==> src/rtl/core_max_pooling_ctrl_pkg.sv <==
// Shared definitions for the max-pooling sequencer: FSM encoding and map geometry helpers.
// Latency: n/a (types and constant functions only).
// Backpressure: n/a.
package core_max_pooling_ctrl_pkg;

  // Layer sequencing states
  typedef enum logic [2:0] {
    ST_IDLE  = 3'd0,
    ST_CLEAR = 3'd1,
    ST_RUN   = 3'd2,
    ST_DRAIN = 3'd3,
    ST_DONE  = 3'd4
  } state_t;

  // Pixels consumed per channel
  function automatic int pix_per_ch(input int w, input int h);
    return w * h;
  endfunction

  // 2x2 pooled words produced per channel
  function automatic int outs_per_ch(input int w, input int h);
    return (w / 2) * (h / 2);
  endfunction

  // Counter width able to hold the full pixel count of one channel
  function automatic int cnt_width(input int w, input int h);
    return $clog2(w * h + 1);
  endfunction

  localparam int DEF_WIDTH  = 56;
  localparam int DEF_HEIGHT = 56;
  localparam int DEF_PIX    = pix_per_ch(DEF_WIDTH, DEF_HEIGHT);
  localparam int DEF_OUTS   = outs_per_ch(DEF_WIDTH, DEF_HEIGHT);
  localparam int DEF_CNT_W  = cnt_width(DEF_WIDTH, DEF_HEIGHT);

endpackage

==> src/rtl/core_max_pooling_ctrl_skid_fifo.sv <==
// Generic synchronous FIFO used as the pooling-output skid buffer (DEPTH x DW).
// Latency: write visible at head one cycle later; head is read combinationally.
// Backpressure: writes while full are discarded, reads while empty are ignored.
module maxpool_skid_fifo #(
  parameter int DEPTH = 8,
  parameter int DW    = 32
) (
  input  logic                       clock,
  input  logic                       reset,
  input  logic                       wr_en,
  input  logic [DW-1:0]              wr_data,
  input  logic                       rd_en,
  output logic [DW-1:0]              rd_data,
  output logic [$clog2(DEPTH+1)-1:0] count,
  output logic                       full,
  output logic                       empty
);

  localparam int AW = $clog2(DEPTH);
  localparam int CW = $clog2(DEPTH + 1);

  logic [DW-1:0] mem [DEPTH];
  logic [AW-1:0] wr_ptr;
  logic [AW-1:0] rd_ptr;
  logic          wr_fire;
  logic          rd_fire;

  assign full    = (count == CW'(DEPTH));
  assign empty   = (count == '0);
  assign wr_fire = wr_en && !full;
  assign rd_fire = rd_en && !empty;
  assign rd_data = mem[rd_ptr];

  // Pointer and occupancy tracking; pointers wrap naturally since DEPTH is a power of 2
  always_ff @(posedge clock or negedge reset) begin
    if (!reset) begin
      wr_ptr <= '0;
      rd_ptr <= '0;
      count  <= '0;
    end else begin
      if (wr_fire) wr_ptr <= wr_ptr + AW'(1);
      if (rd_fire) rd_ptr <= rd_ptr + AW'(1);
      case ({wr_fire, rd_fire})
        2'b10:   count <= count + CW'(1);
        2'b01:   count <= count - CW'(1);
        default: count <= count;
      endcase
    end
  end

  // Storage array; contents need no reset because the head is masked while empty
  always_ff @(posedge clock) begin
    if (wr_fire) mem[wr_ptr] <= wr_data;
  end

endmodule

==> src/rtl/core_max_pooling_ctrl.sv <==
// Max-pooling layer sequencer: input FIFO -> pooling core -> skid buffer -> output FIFO, per channel.
// Latency: ff_rdreq is combinational; pool_valid_in follows it by one cycle; ff_wrreq is combinational on skid state.
// Backpressure: ff_full stalls the skid drain; reads stop once skid entries plus in-flight reads reach SKID_DEPTH.
// Optional build macro MAXPOOL_CTRL_STALL_CNT_EN adds the stall_cycles output.
module core_max_pooling_ctrl
  import core_max_pooling_ctrl_pkg::*;
#(
  parameter int DWIDTH     = 32,
  parameter int WIDTH      = 56,
  parameter int HEIGHT     = 56,
  parameter int POOL_LAT   = 4,
  parameter int SKID_DEPTH = 8,
  parameter int CH_W       = 10
) (
  input  logic              clock,
  input  logic              reset,
  input  logic              start,
  input  logic [CH_W-1:0]   cfg_channels,
  output logic              busy,
  output logic              done,
  output logic              err_overflow,
  input  logic [DWIDTH-1:0] ff_rdata,
  output logic              ff_rdreq,
  input  logic              ff_empty,
  output logic [DWIDTH-1:0] ff_wdata,
  output logic              ff_wrreq,
  input  logic              ff_full,
  output logic [DWIDTH-1:0] pool_data_in,
  output logic              pool_valid_in,
  output logic              pool_clear,
`ifdef MAXPOOL_CTRL_STALL_CNT_EN
  output logic [31:0]       stall_cycles,
`endif
  input  logic [DWIDTH-1:0] pool_data_out,
  input  logic              pool_valid_out
);

  localparam int PIX    = pix_per_ch(WIDTH, HEIGHT);
  localparam int OUTS   = outs_per_ch(WIDTH, HEIGHT);
  localparam int CNT_W  = cnt_width(WIDTH, HEIGHT);
  localparam int SK_CW  = $clog2(SKID_DEPTH + 1);
  localparam int SR_LEN = POOL_LAT + 1;
  localparam int INF_W  = $clog2(SR_LEN + 1);
  localparam int OCC_W  = $clog2(SKID_DEPTH + SR_LEN + 1);

  localparam logic [CNT_W-1:0] PIX_C  = CNT_W'(PIX);
  localparam logic [CNT_W-1:0] OUTS_C = CNT_W'(OUTS);

  state_t            state;
  state_t            state_nxt;
  logic [CNT_W-1:0]  in_cnt;
  logic [CNT_W-1:0]  out_cnt;
  logic [CH_W-1:0]   ch_cnt;
  logic [CH_W-1:0]   channels;
  logic              start_acc;
  logic              last_ch;
  logic              chan_done;
  logic [SR_LEN-1:0] rd_hist;
  logic [INF_W-1:0]  inflight;
  logic [OCC_W-1:0]  occupancy;
  logic              rd_ok;

  logic [DWIDTH-1:0] skid_head;
  logic [SK_CW-1:0]  skid_cnt;
  logic              skid_full;
  logic              skid_empty;

  assign start_acc = (state == ST_IDLE) && start;
  assign last_ch   = (({1'b0, ch_cnt} + (CH_W+1)'(1)) >= {1'b0, channels});
  // A channel is finished only once every pooled word has left the skid buffer
  assign chan_done = (out_cnt == OUTS_C) && skid_empty;

  // State register
  always_ff @(posedge clock or negedge reset) begin
    if (!reset) state <= ST_IDLE;
    else        state <= state_nxt;
  end

  // Next-state logic; start is only honoured from IDLE
  always_comb begin
    state_nxt = state;
    case (state)
      ST_IDLE: begin
        if (start) state_nxt = (cfg_channels != '0) ? ST_CLEAR : ST_DONE;
      end
      ST_CLEAR: state_nxt = ST_RUN;
      ST_RUN: begin
        if (in_cnt == PIX_C) state_nxt = ST_DRAIN;
      end
      ST_DRAIN: begin
        if (chan_done) state_nxt = last_ch ? ST_DONE : ST_CLEAR;
      end
      ST_DONE: state_nxt = ST_IDLE;
      default: state_nxt = ST_IDLE;
    endcase
  end

  // State-decoded outputs, including the gated input FIFO read request
  always_comb begin
    busy       = (state != ST_IDLE);
    done       = (state == ST_DONE);
    pool_clear = (state == ST_CLEAR);
    ff_rdreq   = (state == ST_RUN) && !ff_empty && (in_cnt < PIX_C) && rd_ok;
  end

  // Count reads still able to produce a pooled word; each reserves one skid slot
  always_comb begin
    inflight = '0;
    for (int i = 0; i < SR_LEN; i++) begin
      inflight = inflight + INF_W'(rd_hist[i]);
    end
  end

  assign occupancy = OCC_W'(skid_cnt) + OCC_W'(inflight);
  assign rd_ok     = (occupancy < OCC_W'(SKID_DEPTH));

  // Read history window and the pixel strobe that trails each read by one cycle
  always_ff @(posedge clock or negedge reset) begin
    if (!reset) begin
      rd_hist       <= '0;
      pool_valid_in <= 1'b0;
    end else begin
      rd_hist       <= {rd_hist[SR_LEN-2:0], ff_rdreq};
      pool_valid_in <= ff_rdreq;
    end
  end

  // FIFO read data arrives the cycle after rdreq and is forwarded only alongside its strobe
  assign pool_data_in = pool_valid_in ? ff_rdata : '0;

  // Channel configuration capture and channel progress
  always_ff @(posedge clock or negedge reset) begin
    if (!reset) begin
      channels <= '0;
      ch_cnt   <= '0;
    end else if (start_acc) begin
      channels <= cfg_channels;
      ch_cnt   <= '0;
    end else if ((state == ST_DRAIN) && chan_done) begin
      ch_cnt   <= ch_cnt + CH_W'(1);
    end
  end

  // Per-channel pixel and output counters, rewound on every CLEAR
  always_ff @(posedge clock or negedge reset) begin
    if (!reset) begin
      in_cnt  <= '0;
      out_cnt <= '0;
    end else if (state == ST_CLEAR) begin
      in_cnt  <= '0;
      out_cnt <= '0;
    end else begin
      if (ff_rdreq) in_cnt  <= in_cnt + CNT_W'(1);
      if (ff_wrreq) out_cnt <= out_cnt + CNT_W'(1);
    end
  end

  // Sticky overflow flag; an overflow in the start cycle still wins over the clear
  always_ff @(posedge clock or negedge reset) begin
    if (!reset) begin
      err_overflow <= 1'b0;
    end else begin
      if (start_acc)                    err_overflow <= 1'b0;
      if (pool_valid_out && skid_full)  err_overflow <= 1'b1;
    end
  end

  maxpool_skid_fifo #(
    .DEPTH (SKID_DEPTH),
    .DW    (DWIDTH)
  ) u_skid (
    .clock   (clock),
    .reset   (reset),
    .wr_en   (pool_valid_out),
    .wr_data (pool_data_out),
    .rd_en   (ff_wrreq),
    .rd_data (skid_head),
    .count   (skid_cnt),
    .full    (skid_full),
    .empty   (skid_empty)
  );

  assign ff_wrreq = !skid_empty && !ff_full;
  assign ff_wdata = skid_empty ? '0 : skid_head;

`ifdef MAXPOOL_CTRL_STALL_CNT_EN
  logic stall_now;
  assign stall_now = ((state == ST_RUN) || (state == ST_DRAIN)) && !skid_empty && !ff_wrreq;

  // Saturating count of cycles the output FIFO held back pending skid data
  always_ff @(posedge clock or negedge reset) begin
    if (!reset) begin
      stall_cycles <= '0;
    end else if (start_acc) begin
      stall_cycles <= '0;
    end else if (stall_now && (stall_cycles != '1)) begin
      stall_cycles <= stall_cycles + 32'd1;
    end
  end
`else
  // Stall accounting is not built in this configuration.
`endif

endmodule
==> config.mk <==
export PLATFORM = sky130hd
export DESIGN_NAME = core_max_pooling_ctrl
export DESIGN_NICKNAME = d
export VERILOG_FILES = /design/src/rtl/core_max_pooling_ctrl_pkg.sv /design/src/rtl/core_max_pooling_ctrl_skid_fifo.sv /design/src/rtl/core_max_pooling_ctrl.sv
export SDC_FILE = /design/constraint.sdc
export NUM_CORES = 1
export LEC_CHECK = 0
export ABC_AREA = 1
export CORE_ASPECT_RATIO = 1.4
export CORE_MARGIN = 2
export CORE_UTILIZATION = 59
export DETAILED_ROUTE_END_ITERATION = 8
export PLACE_DENSITY = 0.83
export SKIP_CTS_REPAIR_TIMING = 1
export SLEW_MARGIN = 20
export SYNTH_ARGS = -nofsm -noshare
export SYNTH_HDL_FRONTEND = slang
export SYNTH_HIERARCHICAL = 1
export SYNTH_SLANG_ARGS = --single-unit
==> constraint.sdc <==
create_clock -name clock -period 9.7 [get_ports clock]
set_input_delay 0.97 -clock clock [delete_from_list [all_inputs] [get_ports clock]]
set_output_delay 0.97 -clock clock [all_outputs]
set_load 0.1 [all_outputs]
==> flow_summary_export.csv, run 1 <==
group,metric,value,unit
global_route,grt_overflow,0,
finish,fin_nets,1982,
placed_design,pre_cts_ws,4.51,ns
floorplan,fp.dieArea,27500,sq um
finish,final_layout_size_suffix_gt1_frac,0.0497,
synthesis,synth-seq-area-share,0.599,
power,power.density,312,nW/um^2
sta,finalSetupViolCount,0,
synthesis,synth_edf_count,256,
sta,slew_headroom,0.322,
critical_path,startpoint_type,"flop",
finish,fillCellCount,1881,
clock_network,cts_made_buffers,29,
run_status,status,"finished clean",
synthesis,synth_cells,1743,
drt,first_pass_iters,5,
placed_design,place_hpwl,19.4,mm
critical_path,r2r_slack,6.46,ns
sta,tightest_slew,1.01,ns
synthesis,yosysWarnings,6,
floorplan,die_y,196,microns
clock_network,cts_root_buffer,"clkbuf_16",
power,ir_drop,0.000218,V
worst_hold_path,hold_end,"rd_hist[3]",
sta,setup_slack,4.08,ns
global_route,grt_pass1_wl,52.1,mm
power,internal_power,2.93,mW
drt,wl_per_cell,14.6,microns
critical_path,reg2reg_depth,9,
clock_network,cts_htree_levels,1,
power,clkPwrFrac,0.180,
synthesis,synthFlopType,"edfxtp_1",
synthesis,synthDistinctLibCells,40,
finish,final_cells,2219,
placed_design,port_buffers,150,
synthesis,synthArstFlopShare,0.197,
critical_path,critPathRequiredTime,8.73,ns
floorplan,die_x,141,microns
floorplan,core,25900,sq um
drt,initialDrtViolationCount,874,
drt,final_antenna_net_count,0,
sta,finalCritPeriodShare,0.580,
worst_hold_path,min_from,"rd_hist[2]",
sta,rsz0062_at_grt,"false",
power,pwr-share-seq,0.322,
synthesis,ys_ff_latch,319,
global_route,antenna_found_initial,2,
clock_network,clk_path_buf_depth,3,
floorplan,rows,70,
drt,vias_per_cell,5.15,
drt,routed_wl,32.3,mm
clock_network,cts_num_sinks,319,
sta,clock_skew,0.0131,ns
critical_path,r2r-start,"rd_hist[0]",
placed_design,gp_congestion,0.852,
sta,timing.final.crit_period,5.62,ns
clock_network,worstSkewPairLatency,0.53,ns
global_route,grt_max_degree,132,
worst_hold_path,whs_path_depth,0,
flow_run,maxCapViolCount,0,
critical_path,worstPathMaxFanout,35,
synthesis,syn_avg_cell_area,8.88,sq um
critical_path,end_kind,"primary output",
sta,slew_violations,0,
synthesis,syn-cell-area,15500,sq um
drt,drc,0,
clock_network,cts_tree,"built",
worst_hold_path,hp-class,"flop to flop",
critical_path,r2r_end,"in_cnt[10]",
power,switching_share,0.477,
power,cellLeakagePower,8.37,nW
floorplan,pin_count,151,
drt,vias,11400,
synthesis,syn_nets,1849,
critical_path,cp_data_arrival_time,4.65,ns
critical_path,worstSetupPathType,"flop to primary output",
sta,finalHoldViolations,0,
power,p_switching,2.68,mW
global_route,grt_pass1_vias,11000,
placed_design,dp.cells,2168,
global_route,grt_usage,0.235,
finish,area_growth,16.2,%
power,power_frac_comb,0.497,
clock_network,clk_pin_slew,0.06,ns
floorplan,initial_core_util,0.597,
sta,fmax,178,MHz
sta,tns,0,ns
[state kept, by name, indices dropped and copies added, names as in the netlist]
signal         count
ch_cnt            10
err_overflow       1
u_skid/count       4
channels          10
u_skid/rd_ptr      3
out_cnt           12
u_skid/mem       256
u_skid/wr_ptr      3
in_cnt            12
rd_hist            5
state              3
[cells by family (layout without fill, tap and decap cells)]
kind of cell,after synthesis,in the layout,synth area share
buffers and inverters,337,487,0.0929
AOI/OAI and AO/OA,54,54,0.0188
other,0,2,0
and+or+nand+nor,992,992,0.258
xor gates and xnor gates,15,15,0.00849
adders and majority gates,26,26,0.0225
DFF,319,319,0.599
[worst max-delay path, stage by stage, from the launching register on]
cell             delay (ns)
dfrtp_1                0.97
fa_1                   0.56
fa_1                   0.40
ha_1                   0.19
a21oi_1                0.17
a21o_1                 0.20
nand2_1                0.11
nor2_4                 0.30
clkdlybuf4s50_1        1.21
[power groups by stage]
stage	clock network, mW	logic (mW)	registers, mW
2_1_floorplan	0	2.23	1.80
3_3_place_gp	0	2.67	1.86
3_5_place_dp	0	2.72	1.87
4_1_cts	1.03	2.74	1.85
5_1_grt	1.08	3.02	1.83
6_report	1.01	2.79	1.81
[per-stage QoR]
step	total power [mW]	hold WS, ns	area (sq um)	utilization
floorplan	4.03	0.354	15500	-
global placement	4.53	0.377	17100	0.660
detailed placement	4.60	0.391	17100	0.660
CTS	5.61	0.407	17900	0.692
global route	5.93	0.418	18000	0.693
finish	5.61	0.402	18000	0.693
[layer usage]
metal  vias to the layer above  wire [microns]  track usage
li1                       5658               -            -
met1                      5270           12200        0.274
met2                       421           17200        0.439
met3                        83            2120       0.0363
met4                         0             854       0.0785
met5                         -               0            0
[cell type report]
type	count	area [sq um]	share of cell area
Sequential cell	319	9270	0.516
Inverter	273	1020	0.0570
Clock inverter	15	82.6	0.00459
Clock buffer	33	741	0.0412
Antenna cell	2	5.00	0.000278
Timing Repair Buffer	166	1640	0.0913
Multi-Input combinational cell	1087	4810	0.267
Tap cell	324	405	0.0226
[synthesized netlist by cell type (all sizes together) (2+ instances only)]
cell type | count | share of area
a21o | 2 | 0.00097
a21oi | 10 | 0.0032
buf | 53 | 0.024
clkbuf | 11 | 0.0027
dfrtp | 63 | 0.10
edfxtp | 256 | 0.50
fa | 3 | 0.0039
ha | 23 | 0.019
inv | 273 | 0.066
nand2 | 572 | 0.14
nand3 | 47 | 0.017
nand4 | 21 | 0.0093
nor2 | 320 | 0.079
nor3 | 28 | 0.011
o21ai | 34 | 0.011
o21bai | 2 | 0.00097
o22ai | 3 | 0.0012
or2 | 3 | 0.0014
xnor2 | 4 | 0.0023
xor2 | 11 | 0.0062
[layout by cell type, fill, tap and decap left out, drive strengths merged, types with 2 or more instances in the layout]
master / count
nand2: 572
nor2: 320
inv: 274
edfxtp: 256
clkdlybuf4s50: 149
dfrtp: 63
nand3: 47
o21ai: 34
clkbuf: 33
nor3: 28
ha: 23
nand4: 21
buf: 17
xor2: 11
clkinv: 11
a21oi: 10
xnor2: 4
o22ai: 3
fa: 3
or2: 3
clkinvlp: 3
diode: 2
o21bai: 2
a21o: 2
[worst max path at each step]
| stage | startpoint | end | slack [ns] | cells past startpoint |
|---|---|---|---|---|
| floorplan | pool_valid_out | u_skid/mem[4][0] | 5.80 | 3 |
| global placement | u_skid/rd_ptr[0] | ff_wdata[29] | 4.63 | 10 |
| detailed placement | u_skid/rd_ptr[0] | ff_wdata[29] | 4.51 | 10 |
| CTS | u_skid/rd_ptr[0] | ff_wdata[29] | 3.94 | 10 |
| global route | rd_hist[0] | ff_rdreq | 3.78 | 8 |
| finish | rd_hist[0] | ff_rdreq | 4.08 | 8 |
No activity file was read; power rests on OpenSTA's default activity.
==> run 2, diff against run 1 <==
--- a/config.mk
+++ b/config.mk
@@ -8,9 +8,9 @@
 export ABC_AREA = 1
 export CORE_ASPECT_RATIO = 1.4
 export CORE_MARGIN = 2
-export CORE_UTILIZATION = 59
+export CORE_UTILIZATION = 52
 export DETAILED_ROUTE_END_ITERATION = 8
-export PLACE_DENSITY = 0.83
+export PLACE_DENSITY = 0.78
 export SKIP_CTS_REPAIR_TIMING = 1
 export SLEW_MARGIN = 20
 export SYNTH_ARGS = -nofsm -noshare
==> constraint.sdc (replaced) <==
create_clock -name clock -period 4.69 [get_ports clock]
set_input_delay 0.469 -clock clock [delete_from_list [all_inputs] [get_ports clock]]
set_output_delay 0.469 -clock clock [all_outputs]
set_load 0.1 [all_outputs]
==> run 2 against run 1 <==
  * Clock skew fell by 0.0035 ns
  * Largest power group unchanged
  * Flip-flop and latch count did not move
  * Clock-buffer cell count rose by 3
  * Worst setup slack got worse by 3.2 ns
  * Highest routed layer unchanged
==> flow_summary_export.csv, run 2 (synthesis results as in run 1) <==
group,metric,value,unit
flow_run,maxCapViolCount,0,
global_route,grt_pass1_wl,53.6,mm
power,ir_drop,0.000547,V
critical_path,worstPathMaxFanout,35,
floorplan,fp.dieArea,31200,sq um
finish,multi_input_area,4810,sq um
finish,regMostFlops,"u_skid/mem",
clock_network,worstSkewPairLatency,0.56,ns
sta,finalHoldViolations,0,
sta,finalSetupViolCount,0,
global_route,grt_overflow,0,
sta,timing.final.crit_period,3.85,ns
finish,top_regs,"u_skid/mem: 256 flops, in_cnt: 12 flops, out_cnt: 12 flops",
critical_path,max_stage_delay,0.52,ns
critical_path,worstSetupPathType,"flop to primary output",
critical_path,r2r_end,"in_cnt[5]",
clock_network,cts_made_buffers,30,
power,power.density,650,nW/um^2
drt,vias_per_cell,4.97,
finish,fillCellCount,2396,
drt,routed_wl,33.1,mm
finish,largest_register_ffs,256,
sta,slew_headroom,0.270,
sta,fmax,260,MHz
floorplan,core,29300,sq um
finish,final_area,18100,sq um
sta,finalCritPeriodShare,0.821,
floorplan,pin_count,151,
placed_design,place_area,17200,sq um
finish,final_cell_mix,"570 x nand2_1, 317 x nor2_1, 264 x inv_1",
critical_path,crit_chain,"buf_4 -> fa_1 -> fa_1 -> ha_1 -> nand4_1 -> nand3_1 -> nand2_1 -> nor2_4 -> buf_4",
floorplan,die_y,208,microns
placed_design,gp_congestion,0.839,
critical_path,r2r_slack,1.88,ns
critical_path,critPathSlowestCell,"fa_1",
sta,slew_violations,0,
finish,final_layout_size_suffix_gt1_frac,0.0699,
global_route,grt_max_degree,104,
sta,tns,0,ns
finish,fin_nets,1988,
global_route,grt_usage,0.215,
finish,regArea,9270,sq um
sta,setup_slack,0.839,ns
critical_path,crit_buf_inv,2,
clock_network,clk_pin_slew,0.06,ns
worst_hold_path,hp-class,"input pin to asynchronous set/reset pin",
critical_path,r2r-start,"rd_hist[0]",
floorplan,die_x,150,microns
critical_path,reg2reg_depth,10,
clock_network,cts_tree,"built",
sta,rsz0062_at_grt,"false",
placed_design,place_hpwl,20.5,mm
floorplan,initial_core_util,0.529,
sta,tightest_slew,1.09,ns
drt,wl_per_cell,14.5,microns
drt,vias,11400,
run_status,status,"finished clean",
finish,fin_util,0.619,
critical_path,startpoint,"rd_hist[0]",
sta,clock_skew,0.00955,ns
global_route,grt_pass1_vias,11400,
clock_network,clk_path_buf_depth,3,
critical_path,cp_data_arrival_time,3.38,ns
drt,final_antenna_net_count,0,
power,power,11.8,mW
clock_network,cts_htree_levels,1,
power,cellLeakagePower,8.49,nW
clock_network,cts_root_buffer,"clkbuf_16",
floorplan,rows,74,
drt,initialDrtViolationCount,583,
critical_path,critPathRequiredTime,4.22,ns
finish,area_growth,17.1,%
critical_path,critPathTopFamily,"adder cells",
placed_design,pre_cts_ws,1.42,ns
clock_network,cts_num_sinks,319,
critical_path,end_kind,"primary output",
drt,drc,0,
drt,first_pass_iters,5,
finish,layout_commonest_cell,"nand2_1",
global_route,antenna_found_initial,1,
placed_design,port_buffers,150,
critical_path,startpoint_type,"flop",
## run 2: worst reg2reg max path, cell delays in order (launching register included)
cell and delay, ns:
dfrtp_1 0.36, buf_4 0.23, fa_1 0.53, fa_1 0.38, ha_1 0.29, nand4_1 0.11
nand3_1 0.17, nand2_1 0.11, nor2_4 0.29, nand3_1 0.12, o21ai_0 0.12
## run 2: layer usage
| metal | wire (microns) | vias to the layer above | global-route usage |
|---|---|---|---|
| met5 | 0 | - | 0 |
| met4 | 928 | 0 | 0.0784 |
| met3 | 2060 | 67 | 0.0329 |
| met2 | 17800 | 352 | 0.404 |
| met1 | 12300 | 5262 | 0.244 |
| li1 | - | 5676 | - |
## run 2: how the worst max path moves through the flow
| stage | to | slack [ns] | cells after the start |
|---|---|---|---|
| floorplan | u_skid/mem[4][0] | 1.16 | 5 |
| global placement | ff_rdreq | 1.46 | 9 |
| detailed placement | ff_rdreq | 1.42 | 9 |
| CTS | ff_rdreq | 0.82 | 9 |
| global route | ff_wdata[23] | 0.61 | 10 |
| finish | ff_rdreq | 0.84 | 9 |
## run 2: layout make-up
class | count | area share
flip-flops and latches | 319 | 0.511
multi-input cells | 1087 | 0.265
repair buffers | 171 | 0.0874
inverters | 273 | 0.0565
clock buffers | 36 | 0.0438
well taps | 380 | 0.0262
clock inverters | 18 | 0.00891
diodes | 2 | 0.000276
## run 2: report_power, final
| group | total, mW | leakage [nW] | switching, mW | internal, mW |
|---|---|---|---|---|
| clock network | 2.36 | 0.453 | 0.995 | 1.36 |
| registers | 3.80 | 3.07 | 0.301 | 3.49 |
| logic | 5.63 | 4.96 | 4.28 | 1.35 |
## run 2: metrics by stage
stage                     instances  hold slack, ns
after floorplan                1743           0.173
after global placement         2230           0.374
after detailed placement       2230           0.387
after CTS                      2284           0.106
after global routing           2285           0.149
final                          2286          0.0671
==> run 3, diff against run 2 <==
==> constraint.sdc (replaced) <==
create_clock -name clock -period 3.3 [get_ports clock]
set_input_delay 0.33 -clock clock [delete_from_list [all_inputs] [get_ports clock]]
set_output_delay 0.33 -clock clock [all_outputs]
set_load 0.1 [all_outputs]
==> run 3 against run 2 <==
  * Non-clock buffer count up 3
  * Critical path depth down 1
  * Via count up 0.52%
  * Final cell count up 0.17%
  * Routed wire length up 2.0%
  * Clock power up 45%
  * Global-route usage about the same
  * Utilization up 1.6 points
  * Critical endpoint unchanged
  * Sequential share of layout area down 1.3 points
==> flow_summary_export.csv, run 3 (synthesis results as in run 1) <==
group,metric,value,unit
clock_network,cts_root_buffer,"clkbuf_16",
finish,top_regs,"u_skid/mem: 256 flops, in_cnt: 12 flops, out_cnt: 12 flops",
sta,finalHoldViolations,0,
placed_design,gp_congestion,0.834,
drt,vias,11400,
finish,fillCellCount,2302,
finish,final_cell_mix,"569 x nand2_1, 317 x nor2_1, 264 x inv_1",
worst_hold_path,whs_path_depth,3,
sta,clock_skew,0.0155,ns
floorplan,core,29300,sq um
clock_network,cts_num_sinks,319,
clock_network,clk_pin_slew,0.06,ns
floorplan,fp.dieArea,31200,sq um
worst_hold_path,hp-class,"input pin to flop",
critical_path,end_kind,"primary output",
finish,fin_nets,1991,
global_route,grt_pass1_vias,11300,
sta,finalSetupViolCount,0,
floorplan,die_x,150,microns
floorplan,die_y,208,microns
drt,first_pass_iters,7,
critical_path,cp_data_arrival_time,2.86,ns
power,cellLeakagePower,8.76,nW
critical_path,worstSetupPathType,"flop to primary output",
power,power.density,975,nW/um^2
sta,tns,0,ns
clock_network,clk_path_buf_depth,3,
sta,rsz0062_at_grt,"false",
clock_network,worstSkewPairLatency,0.56,ns
finish,area_growth,20.1,%
sta,finalCritPeriodShare,0.965,
finish,multi_input_area,4820,sq um
floorplan,pin_count,151,
drt,routed_wl,33.8,mm
placed_design,port_buffers,150,
drt,initialDrtViolationCount,608,
global_route,grt_overflow,0,
flow_run,maxCapViolCount,0,
drt,wl_per_cell,14.7,microns
clock_network,cts_tree,"built",
global_route,grt_usage,0.215,
placed_design,pre_cts_ws,0.654,ns
floorplan,initial_core_util,0.529,
run_status,status,"finished clean",
sta,setup_slack,0.114,ns
global_route,grt_max_degree,79,
sta,slew_violations,0,
critical_path,reg2reg_depth,14,
sta,timing.final.crit_period,3.19,ns
critical_path,worstPathMaxFanout,3,
floorplan,rows,74,
finish,regArea,9270,sq um
finish,largest_register_ffs,256,
sta,fmax,314,MHz
sta,tightest_slew,1.00,ns
global_route,grt_pass1_wl,53.7,mm
drt,vias_per_cell,4.99,
power,ir_drop,0.000572,V
critical_path,critPathRequiredTime,2.97,ns
clock_network,cts_htree_levels,1,
clock_network,cts_made_buffers,30,
sta,slew_headroom,0.331,
global_route,antenna_found_initial,2,
drt,drc,0,
placed_design,place_hpwl,20.3,mm
finish,final_layout_size_suffix_gt1_frac,0.0943,
drt,final_antenna_net_count,0,
critical_path,startpoint_type,"flop",
finish,layout_commonest_cell,"nand2_1",
finish,regMostFlops,"u_skid/mem",
-- run 3: changes by cell type in the layout (fill, tap and decap cells not counted), sizes merged --
| cell | change |
|---|---|
| dlygate4sd3 | +1 |
| buf | +38 |
| inv | +1 |
| clkdlybuf4s50 | -36 |
-- run 3: layer usage --
| layer | vias to the layer above | GRT usage | wire length (microns) |
|---|---|---|---|
| met2 | 368 | 0.412 | 18200 |
| li1 | 5681 | - | - |
| met4 | 0 | 0.0709 | 865 |
| met1 | 5290 | 0.241 | 12600 |
| met3 | 77 | 0.0316 | 2080 |
| met5 | - | 0 | 0 |
-- run 3: worst paths after layout --
check	slack, ns	to	start
setup / recovery	0.11	ff_rdreq	rd_hist[1]
hold reg to reg	0.39	rd_hist[4]	rd_hist[3]
min in group asynchronous	0.36	channels[2]	reset
setup reg to reg	0.69	u_skid/count[3]	u_skid/count[3]
max in group asynchronous	2.28	in_cnt[4]	reset
hold / removal	0.35	channels[0]	cfg_channels[0]
-- run 3: final cells by class --
class / count / area share
clock inverters: 19 / 0.0106
multi-input cells: 1087 / 0.260
repair buffers: 174 / 0.107
clock buffers: 36 / 0.0428
diodes: 2 / 0.000269
well taps: 380 / 0.0256
inverters: 273 / 0.0551
flip-flops and latches: 319 / 0.499
-- run 3: worst max-delay path: stages, from the launching register on --
cell and delay (ns):
dfrtp_1 0.39, fa_1 0.52, fa_2 0.35, ha_1 0.28, nand4_1 0.11, a21o_1 0.20, nand2_2 0.08, nor2_4 0.17
buf_12 0.19
-- run 3: where the power goes --
group	internal (mW)	total (mW)	switching (mW)	leakage, nW
Combinational	2.93	9.38	6.45	5.21
Sequential	4.97	5.31	0.346	3.07
Clock	1.96	3.43	1.47	0.470
-- run 3: metrics by stage --
step / instances / total power [mW] / hold WS (ns) / utilization / cell area (sq um)
2_1_floorplan: 1743 / 11.9 / 0.0344 / - / 15500
3_3_place_gp: 2231 / 14.5 / 0.374 / 0.600 / 17500
3_5_place_dp: 2231 / 14.7 / 0.381 / 0.600 / 17500
4_1_cts: 2286 / 18.2 / -0.166 / 0.633 / 18500
5_1_grt: 2290 / 19.1 / 0.370 / 0.635 / 18600
6_report: 2290 / 18.1 / 0.351 / 0.635 / 18600
